$ cat src/rtl/seq_muldiv_unit_pkg.sv
// Shared types and defaults for the sequential signed multiply/divide engine.
// Imported by the top level and by the step counter.
package seq_muldiv_unit_pkg;

  localparam int N_BITS = 8;

  typedef enum logic [2:0] {IDLE, LOAD, RUN, FIX, DONE} muldiv_state_t;
  typedef enum logic {MODE_MUL, MODE_DIV} muldiv_mode_t;

endpackage

$ cat src/rtl/seq_muldiv_unit_step_counter.sv
// Step counter for the RUN phase: clear, enable, and a terminal count that
// fires on the last of NBits steps.
module muldiv_step_counter
  import seq_muldiv_unit_pkg::*;
#(
  parameter int NBits = N_BITS,
  parameter int CntW  = $clog2(NBits) + 1
) (
  input  logic clk,
  input  logic rst_n,
  input  logic clr_i,
  input  logic en_i,
  output logic tc_o
);

  logic [CntW-1:0] cnt_q, cnt_d;

  always_comb begin
    cnt_d = cnt_q;
    if (clr_i)     cnt_d = '0;
    else if (en_i) cnt_d = cnt_q + CntW'(1);
  end

  // NOTE: sequential state uses non-blocking assignments so every flop samples pre-edge values.
  always_ff @(posedge clk or negedge rst_n) begin
    if (!rst_n) cnt_q <= '0;
    else        cnt_q <= cnt_d;
  end

  assign tc_o = (cnt_q == CntW'(NBits - 1));

endmodule

$ cat src/rtl/seq_muldiv_unit.sv
// Signed multiply/divide engine on one unsigned magnitude datapath:
// shift-add multiply, restoring divide, sign applied in a final FIX cycle.
module seq_muldiv_unit
  import seq_muldiv_unit_pkg::*;
#(
  parameter int NBits = N_BITS
) (
  input  logic               clk,
  input  logic               rst,
  input  logic               start,
  input  logic               mode,
  input  logic [NBits-1:0]   op_a,
  input  logic [NBits-1:0]   op_b,
  output logic               busy,
  output logic               done,
  output logic [2*NBits-1:0] result,
  output logic               sign,
  output logic               div_zero,
  output logic               ovf
);

  localparam int CntW = $clog2(NBits) + 1;
  localparam int AccW = 2 * NBits + 1;
  localparam logic [NBits-1:0] MinMag = {1'b1, {(NBits-1){1'b0}}};

  muldiv_state_t state_q, state_d;
  muldiv_mode_t  mode_q;
  logic [NBits-1:0] a_raw_q, b_raw_q, a_mag_q, b_mag_q;
  logic             a_sign_q, b_sign_q;
  logic [AccW-1:0]  acc_q, acc_step;
  logic [2*NBits-1:0] result_q, fix_result;
  logic sign_q, div_zero_q, ovf_q, fix_sign, fix_dz, fix_ovf;
  logic accept, run_tc;
  logic [NBits-1:0] a_mag_w, b_mag_w, quo_s, rem_s;
  logic [NBits:0]   mul_upper;
  logic [NBits+1:0] trial;
  logic [AccW-1:0]  sh;

  assign accept  = start && (state_q == IDLE || state_q == DONE);
  // -(-2^(N-1)) wraps to 2^(N-1), which is exact when read as unsigned.
  assign a_mag_w = a_raw_q[NBits-1] ? -a_raw_q : a_raw_q;
  assign b_mag_w = b_raw_q[NBits-1] ? -b_raw_q : b_raw_q;

  muldiv_step_counter #(.NBits(NBits), .CntW(CntW)) u_step_counter (
    .clk   (clk),
    .rst_n (rst),
    .clr_i (state_q == LOAD),
    .en_i  (state_q == RUN),
    .tc_o  (run_tc)
  );

  // NOTE: every combinational output gets a default first so no latch is inferred.
  always_comb begin
    state_d = state_q;
    unique case (state_q)
      IDLE:    if (accept) state_d = LOAD;
      LOAD:    state_d = RUN;
      RUN:     if (run_tc) state_d = FIX;
      FIX:     state_d = DONE;
      DONE:    if (accept) state_d = LOAD;
      default: state_d = IDLE;
    endcase
  end

  always_comb begin
    acc_step  = acc_q;
    mul_upper = acc_q[AccW-1:NBits];
    sh        = acc_q << 1;
    trial     = {1'b0, sh[AccW-1:NBits]} - {2'b00, b_mag_q};
    if (mode_q == MODE_MUL) begin
      if (acc_q[0]) mul_upper = mul_upper + {1'b0, a_mag_q};
      acc_step = {mul_upper, acc_q[NBits-1:0]} >> 1;
    end else if (!trial[NBits+1]) begin
      acc_step = {trial[NBits:0], sh[NBits-1:1], 1'b1};
    end else begin
      acc_step = sh;
    end
  end

  always_comb begin
    fix_result = '0;
    fix_sign   = 1'b0;
    fix_dz     = 1'b0;
    fix_ovf    = 1'b0;
    quo_s      = '0;
    rem_s      = '0;
    if (mode_q == MODE_MUL) begin
      fix_sign   = (a_sign_q ^ b_sign_q) && (acc_q[2*NBits-1:0] != '0);
      fix_result = fix_sign ? -acc_q[2*NBits-1:0] : acc_q[2*NBits-1:0];
    end else if (b_mag_q == '0) begin
      fix_dz     = 1'b1;
      fix_sign   = 1'b1;
      fix_result = {a_raw_q, {NBits{1'b1}}};
    end else if (a_sign_q && b_sign_q && a_mag_q == MinMag && b_mag_q == NBits'(1)) begin
      fix_ovf    = 1'b1;
      fix_sign   = 1'b1;
      fix_result = {{NBits{1'b0}}, MinMag};
    end else begin
      fix_sign   = (a_sign_q ^ b_sign_q) && (acc_q[NBits-1:0] != '0);
      quo_s      = fix_sign ? -acc_q[NBits-1:0] : acc_q[NBits-1:0];
      rem_s      = a_sign_q ? -acc_q[2*NBits-1:NBits] : acc_q[2*NBits-1:NBits];
      fix_result = {rem_s, quo_s};
    end
  end

  always_ff @(posedge clk or negedge rst) begin
    if (!rst) state_q <= IDLE;
    else      state_q <= state_d;
  end

  // NOTE: all datapath registers reset so an aborted operation leaves nothing visible.
  always_ff @(posedge clk or negedge rst) begin
    if (!rst) begin
      mode_q     <= MODE_MUL;
      a_raw_q    <= '0;
      b_raw_q    <= '0;
      a_sign_q   <= 1'b0;
      b_sign_q   <= 1'b0;
      a_mag_q    <= '0;
      b_mag_q    <= '0;
      acc_q      <= '0;
      result_q   <= '0;
      sign_q     <= 1'b0;
      div_zero_q <= 1'b0;
      ovf_q      <= 1'b0;
    end else begin
      if (accept) begin
        mode_q  <= muldiv_mode_t'(mode);
        a_raw_q <= op_a;
        b_raw_q <= op_b;
      end
      unique case (state_q)
        LOAD: begin
          a_sign_q <= a_raw_q[NBits-1];
          b_sign_q <= b_raw_q[NBits-1];
          a_mag_q  <= a_mag_w;
          b_mag_q  <= b_mag_w;
          acc_q    <= {{(NBits+1){1'b0}}, (mode_q == MODE_MUL) ? b_mag_w : a_mag_w};
        end
        RUN: acc_q <= acc_step;
        FIX: begin
          result_q   <= fix_result;
          sign_q     <= fix_sign;
          div_zero_q <= fix_dz;
          ovf_q      <= fix_ovf;
        end
        default: ;
      endcase
    end
  end

  assign busy     = (state_q == LOAD) || (state_q == RUN) || (state_q == FIX);
  assign done     = (state_q == DONE);
  assign result   = result_q;
  assign sign     = sign_q;
  assign div_zero = div_zero_q;
  assign ovf      = ovf_q;

endmodule

$ cat config.mk
export PLATFORM = sky130hd
export DESIGN_NAME = seq_muldiv_unit
export DESIGN_NICKNAME = d
export VERILOG_FILES = /design/src/rtl/seq_muldiv_unit_pkg.sv /design/src/rtl/seq_muldiv_unit_step_counter.sv /design/src/rtl/seq_muldiv_unit.sv
export SDC_FILE = /design/constraint.sdc
export NUM_CORES = 1
export LEC_CHECK = 0
export ABC_AREA = 1
export CORE_MARGIN = 2
export CORE_UTILIZATION = 60
export CTS_CLUSTER_SIZE = 24
export DETAILED_ROUTE_END_ITERATION = 16
export PLACE_DENSITY = 0.89
export SETUP_SLACK_MARGIN = 0.02
export SLEW_MARGIN = 15
export SYNTH_ARGS = -nofsm -noshare
export SYNTH_HDL_FRONTEND = slang
export SYNTH_SLANG_ARGS = --single-unit
$ cat constraint.sdc
create_clock -name clk -period 2.68 [get_ports clk]
set_clock_uncertainty 0.1 [all_clocks]
set_input_delay 0.536 -clock clk [delete_from_list [all_inputs] [get_ports clk]]
set_output_delay 0.536 -clock clk [all_outputs]
set_load 0.005 [all_outputs]
==> impl_summary.txt <==
----------------------------------------------------
[Synthesis]
  Cell types occupying the most area after synthesis ... sky130_fd_sc_hd__dfrtp_1 34%, sky130_fd_sc_hd__nand2_1 17%, sky130_fd_sc_hd__inv_1 7.2%, sky130_fd_sc_hd__nand3_1 5.7%, sky130_fd_sc_hd__nor2_1 5.7%
  Share of the yosys chip area belonging to registers ... 33.9%
  Number of synthesized flops with an enable pin ... 0
  Area fraction of the dominant cell type after synthesis ... 33.9%
  Syn Nets ... ~900
  Synthesized area per cell ... 6.72 um2
  Post-synthesis instance total ... 857
  Netlist cell types ... 41
  Dominant cell type by area after synthesis ... sky130_fd_sc_hd__dfrtp_1
  Total standard cell area after synthesis ... between 5000 and 6000 um2
  #FFs+latches synth ... about 80
  Yosys warning count ... 0
  Ys async rst share ... 100%
  Predominant post-synthesis flop cell ... sky130_fd_sc_hd__dfrtp_1

[Detailed routing]
  Vias ... around 6k
  # DRC ... 0
  Post-detailed-route wirelength per cell ... 15.5 um
  Initial DRC count ... 520
  Total met2 wirelength after detailed routing ... 7230 um
  Wl on met1 ... 6720 um
  Number of nets with antenna violations after routing ... 0
  Via count normalized by instance count ... 5.71
  Uppermost layer routed ... met4
  DRT Pass-1 Iters ... 6
  Met3 wirelength from detailed routing ... 1440 um
  Final wirelength ... about 16,000 um

[STA]
  Setup repair after global routing missed its margin ... no
  Share of the clock period used by the worst path after layout ... 88.1%
  Headroom to the max-slew limit ... 61.4%
  Final number of max-transition violations ... 0
  Endpoints failing hold ... 0
  Final sum of negative setup slack ... 0 ps
  Upper clock frequency limit ... 424 MHz
  Number of setup violations in the final report ... 0
  Period minus WS final ... around 2400 ps
  Smallest hold slack ... 44.8 ps
  Worst Tran Pin Value ... 578 ps

[Worst setup path]
  Cell with the biggest individual delay on the critical path ... sky130_fd_sc_hd__clkdlybuf4s50_1
  Crit Path Class ... flop to primary output
  Startpoint types ... flop
  Critical Path AT ... 1720 ps
  Number of buffer and inverter instances along the worst setup path ... 2
  Most frequent cell on the critical path ... sky130_fd_sc_hd__nor2_1
  Required time at the worst-slack endpoint ... a little over 2000 ps
  Max stage delay on crit path ... roughly 500 ps
  Kind of cell with the highest combined delay on the critical path ... buffers and inverters
  Crit end category ... primary output
  Largest driver fanout on the critical path ... 4
  CP cell instances ... nor2_1 > inv_1 > nor2_1 > clkdlybuf4s50_1

[Power and ir drop]
  Leak ... 3.45 nW
  Power density cells ... 1440 nW/um2
  Maximum resistive drop on vdd ... 883 uV
  Power, Total ... 9.40 mW

[GRT]
  Overall track demand over capacity in global routing ... 33.1%
  Pin count of the biggest net entering global routing ... 41
  Initial antenna violation count ... 0
  Wire length of the first global-routing pass ... 26,600 um
  Via count of the first global-routing pass ... 5,544
  Leftover overflow at the end of global routing ... 0

[CTS]
  CTS sink cnt ... 78
  Clk root buf ... sky130_fd_sc_hd__clkbuf_8
  TritonCTS Buffers ... 9
  CTS HTree Levels ... 3
  Post_cts resized ... 0
  Insertion delay of the later-clocked pin in the worst-skew pair ... 370 ps
  Maximum number of buffers from clock root to sink ... 2
  Post-CTS clock slew at the launch and capture registers of the worst setup and hold paths ... 90 ps
  Hold bufs inserted after CTS ... 0
  CTS tree ... yes
  Setup Buffers After CTS ... 0

[Place]
  Area of placed instances ... 6290 um2
  HPWL reported at the end of detailed placement ... 12,000 um
  Last weighted congestion value of the routability-driven placer ... 0.980
  Port Buffer Count ... 40

[Min path]
  Worst hold path class ... input pin to asynchronous set/reset pin

[Final layout]
  Number of nets in the layout ... around 940
  # fillers ... 817
  Number of antenna repair diodes ... 0
  Cell area after layout ... 6520 um2
  Fraction of final layout cells sized beyond drive strength 1 ... slightly above 8%
  Synthesis-to-finish area growth ... 13.2%

[Floorplan]
  IO Count ... 41
  Area inside the core boundary ... 9280 um2
  Die height ... 102 um
  Initial cell density of the core ... between 60% and 70%
  DIE AREA ... approximately 10,000 um2
  Site row count ... 35
  Die boundary width ... 102 um

[Run]
  Number of max-cap violations ... 0

[Status]
  Result of the run ... complete, no violations

----------------------------------------------------
[Yosys cell counts (2+ instances only)]
master                       n
sky130_fd_sc_hd__a21oi_2     2
sky130_fd_sc_hd__fa_1        2
sky130_fd_sc_hd__inv_1     110
sky130_fd_sc_hd__a21oi_1    49
sky130_fd_sc_hd__buf_4       2
sky130_fd_sc_hd__dfrtp_1    78
sky130_fd_sc_hd__o21ai_1     2
sky130_fd_sc_hd__nand3_1    66
sky130_fd_sc_hd__buf_2      14
sky130_fd_sc_hd__nand2_1   255
sky130_fd_sc_hd__inv_2       9
sky130_fd_sc_hd__nand3b_1    2
sky130_fd_sc_hd__nand2_4     4
sky130_fd_sc_hd__nand2_2     4
sky130_fd_sc_hd__nor2_4      4
sky130_fd_sc_hd__o22ai_1     2
sky130_fd_sc_hd__a31oi_1     2
sky130_fd_sc_hd__nand3_2     7
sky130_fd_sc_hd__o221ai_1    3
sky130_fd_sc_hd__o21ai_0    59
sky130_fd_sc_hd__ha_1       22
sky130_fd_sc_hd__xor2_1     12
sky130_fd_sc_hd__nor2_2      4
sky130_fd_sc_hd__xnor2_1     4
sky130_fd_sc_hd__buf_6       4
sky130_fd_sc_hd__nor2_1     88
sky130_fd_sc_hd__nand4_1    26
sky130_fd_sc_hd__clkbuf_1    6
sky130_fd_sc_hd__nor3_1      2
sky130_fd_sc_hd__or2_2       2
[placed cells by master, fill, tap and decap left out, types with 7 or more instances in the layout]
master / instances
sky130_fd_sc_hd__a21oi_1: 49
sky130_fd_sc_hd__nor2_1: 88
sky130_fd_sc_hd__dfrtp_1: 78
sky130_fd_sc_hd__nand4_1: 26
sky130_fd_sc_hd__clkdlybuf4s50_1: 39
sky130_fd_sc_hd__clkbuf_8: 9
sky130_fd_sc_hd__o21ai_0: 59
sky130_fd_sc_hd__inv_2: 9
sky130_fd_sc_hd__ha_1: 22
sky130_fd_sc_hd__inv_1: 110
sky130_fd_sc_hd__nand3_1: 66
sky130_fd_sc_hd__nand2_1: 255
sky130_fd_sc_hd__xor2_1: 12
sky130_fd_sc_hd__nand3_2: 7
sky130_fd_sc_hd__buf_4: 15
[final timing paths]
kind / from / end / slack [ps] / depth (start not counted)
max in group asynchronous: rst / a_raw_q[7]$_DFFE_PN0P_ / 1840 / 2
hold / removal: rst / acc_q[14]$_DFFE_PN0P_ / 40 / 1
min in group clk: result[5]$_DFFE_PN0P_ / result[5]$_DFFE_PN0P_ / 400 / 2
setup reg to reg: acc_q[10]$_DFFE_PN0P_ / acc_q[8]$_DFFE_PN0P_ / 500 / 11
hold reg to reg: result[5]$_DFFE_PN0P_ / result[5]$_DFFE_PN0P_ / 400 / 2
setup / recovery: state_q[0]$_DFFE_PN0P_ / done / 320 / 4
[power by group]
group,internal (mW),switching [mW]
logic,2.21,3.86
registers,1.73,0.561
clock network,0.540,0.497
[stage by stage]
stage                     utilization (%)  std cells  setup slack [ps]
after global routing                 70.2       1031               204
final                                70.2       1031               320
after detailed placement             67.8       1015               568
after CTS                            70.2       1031               306
after global placement               67.8       1015               582
after floorplan                         -        857               716
[flip-flops by register name, indices dropped and copies added, names as in the netlist, 3 cells and up]
signal and cells:
acc_q 17, a_raw_q 8, u_step_counter.cnt_q 4, result 16, state_q 3, b_mag_q 8, b_raw_q 8, a_mag_q 8
[cell families after synthesis]
family                   synth area share (%)
flip-flops                               33.9
AO/OA/AOI/OAI                            11.8
AND/OR/NAND/NOR                          35.9
buffers and inverters                    10.6
XOR/XNOR                                 2.43
adder cells (fa/ha/maj)                  5.47
[layer usage]
layer	vias to the layer above	GRT usage, %
li1	2836	-
met1	2685	45.1
met2	322	51.7
met3	48	6.16
met4	0	15.0
met5	-	0
[cell type report]
| cell class | instances | area [um2] | share of cell area [%] |
|---|---|---|---|
| Multi-Input combinational cell | 632 | 3200 | 49.1 |
| Sequential cell | 78 | 1950 | 29.9 |
| Timing Repair Buffer | 55 | 523 | 8.02 |
| Inverter | 121 | 455 | 6.99 |
| Tap cell | 129 | 161 | 2.48 |
| Clock buffer | 9 | 124 | 1.90 |
| Clock inverter | 7 | 103 | 1.57 |
Power figures use the tool's default switching activity.
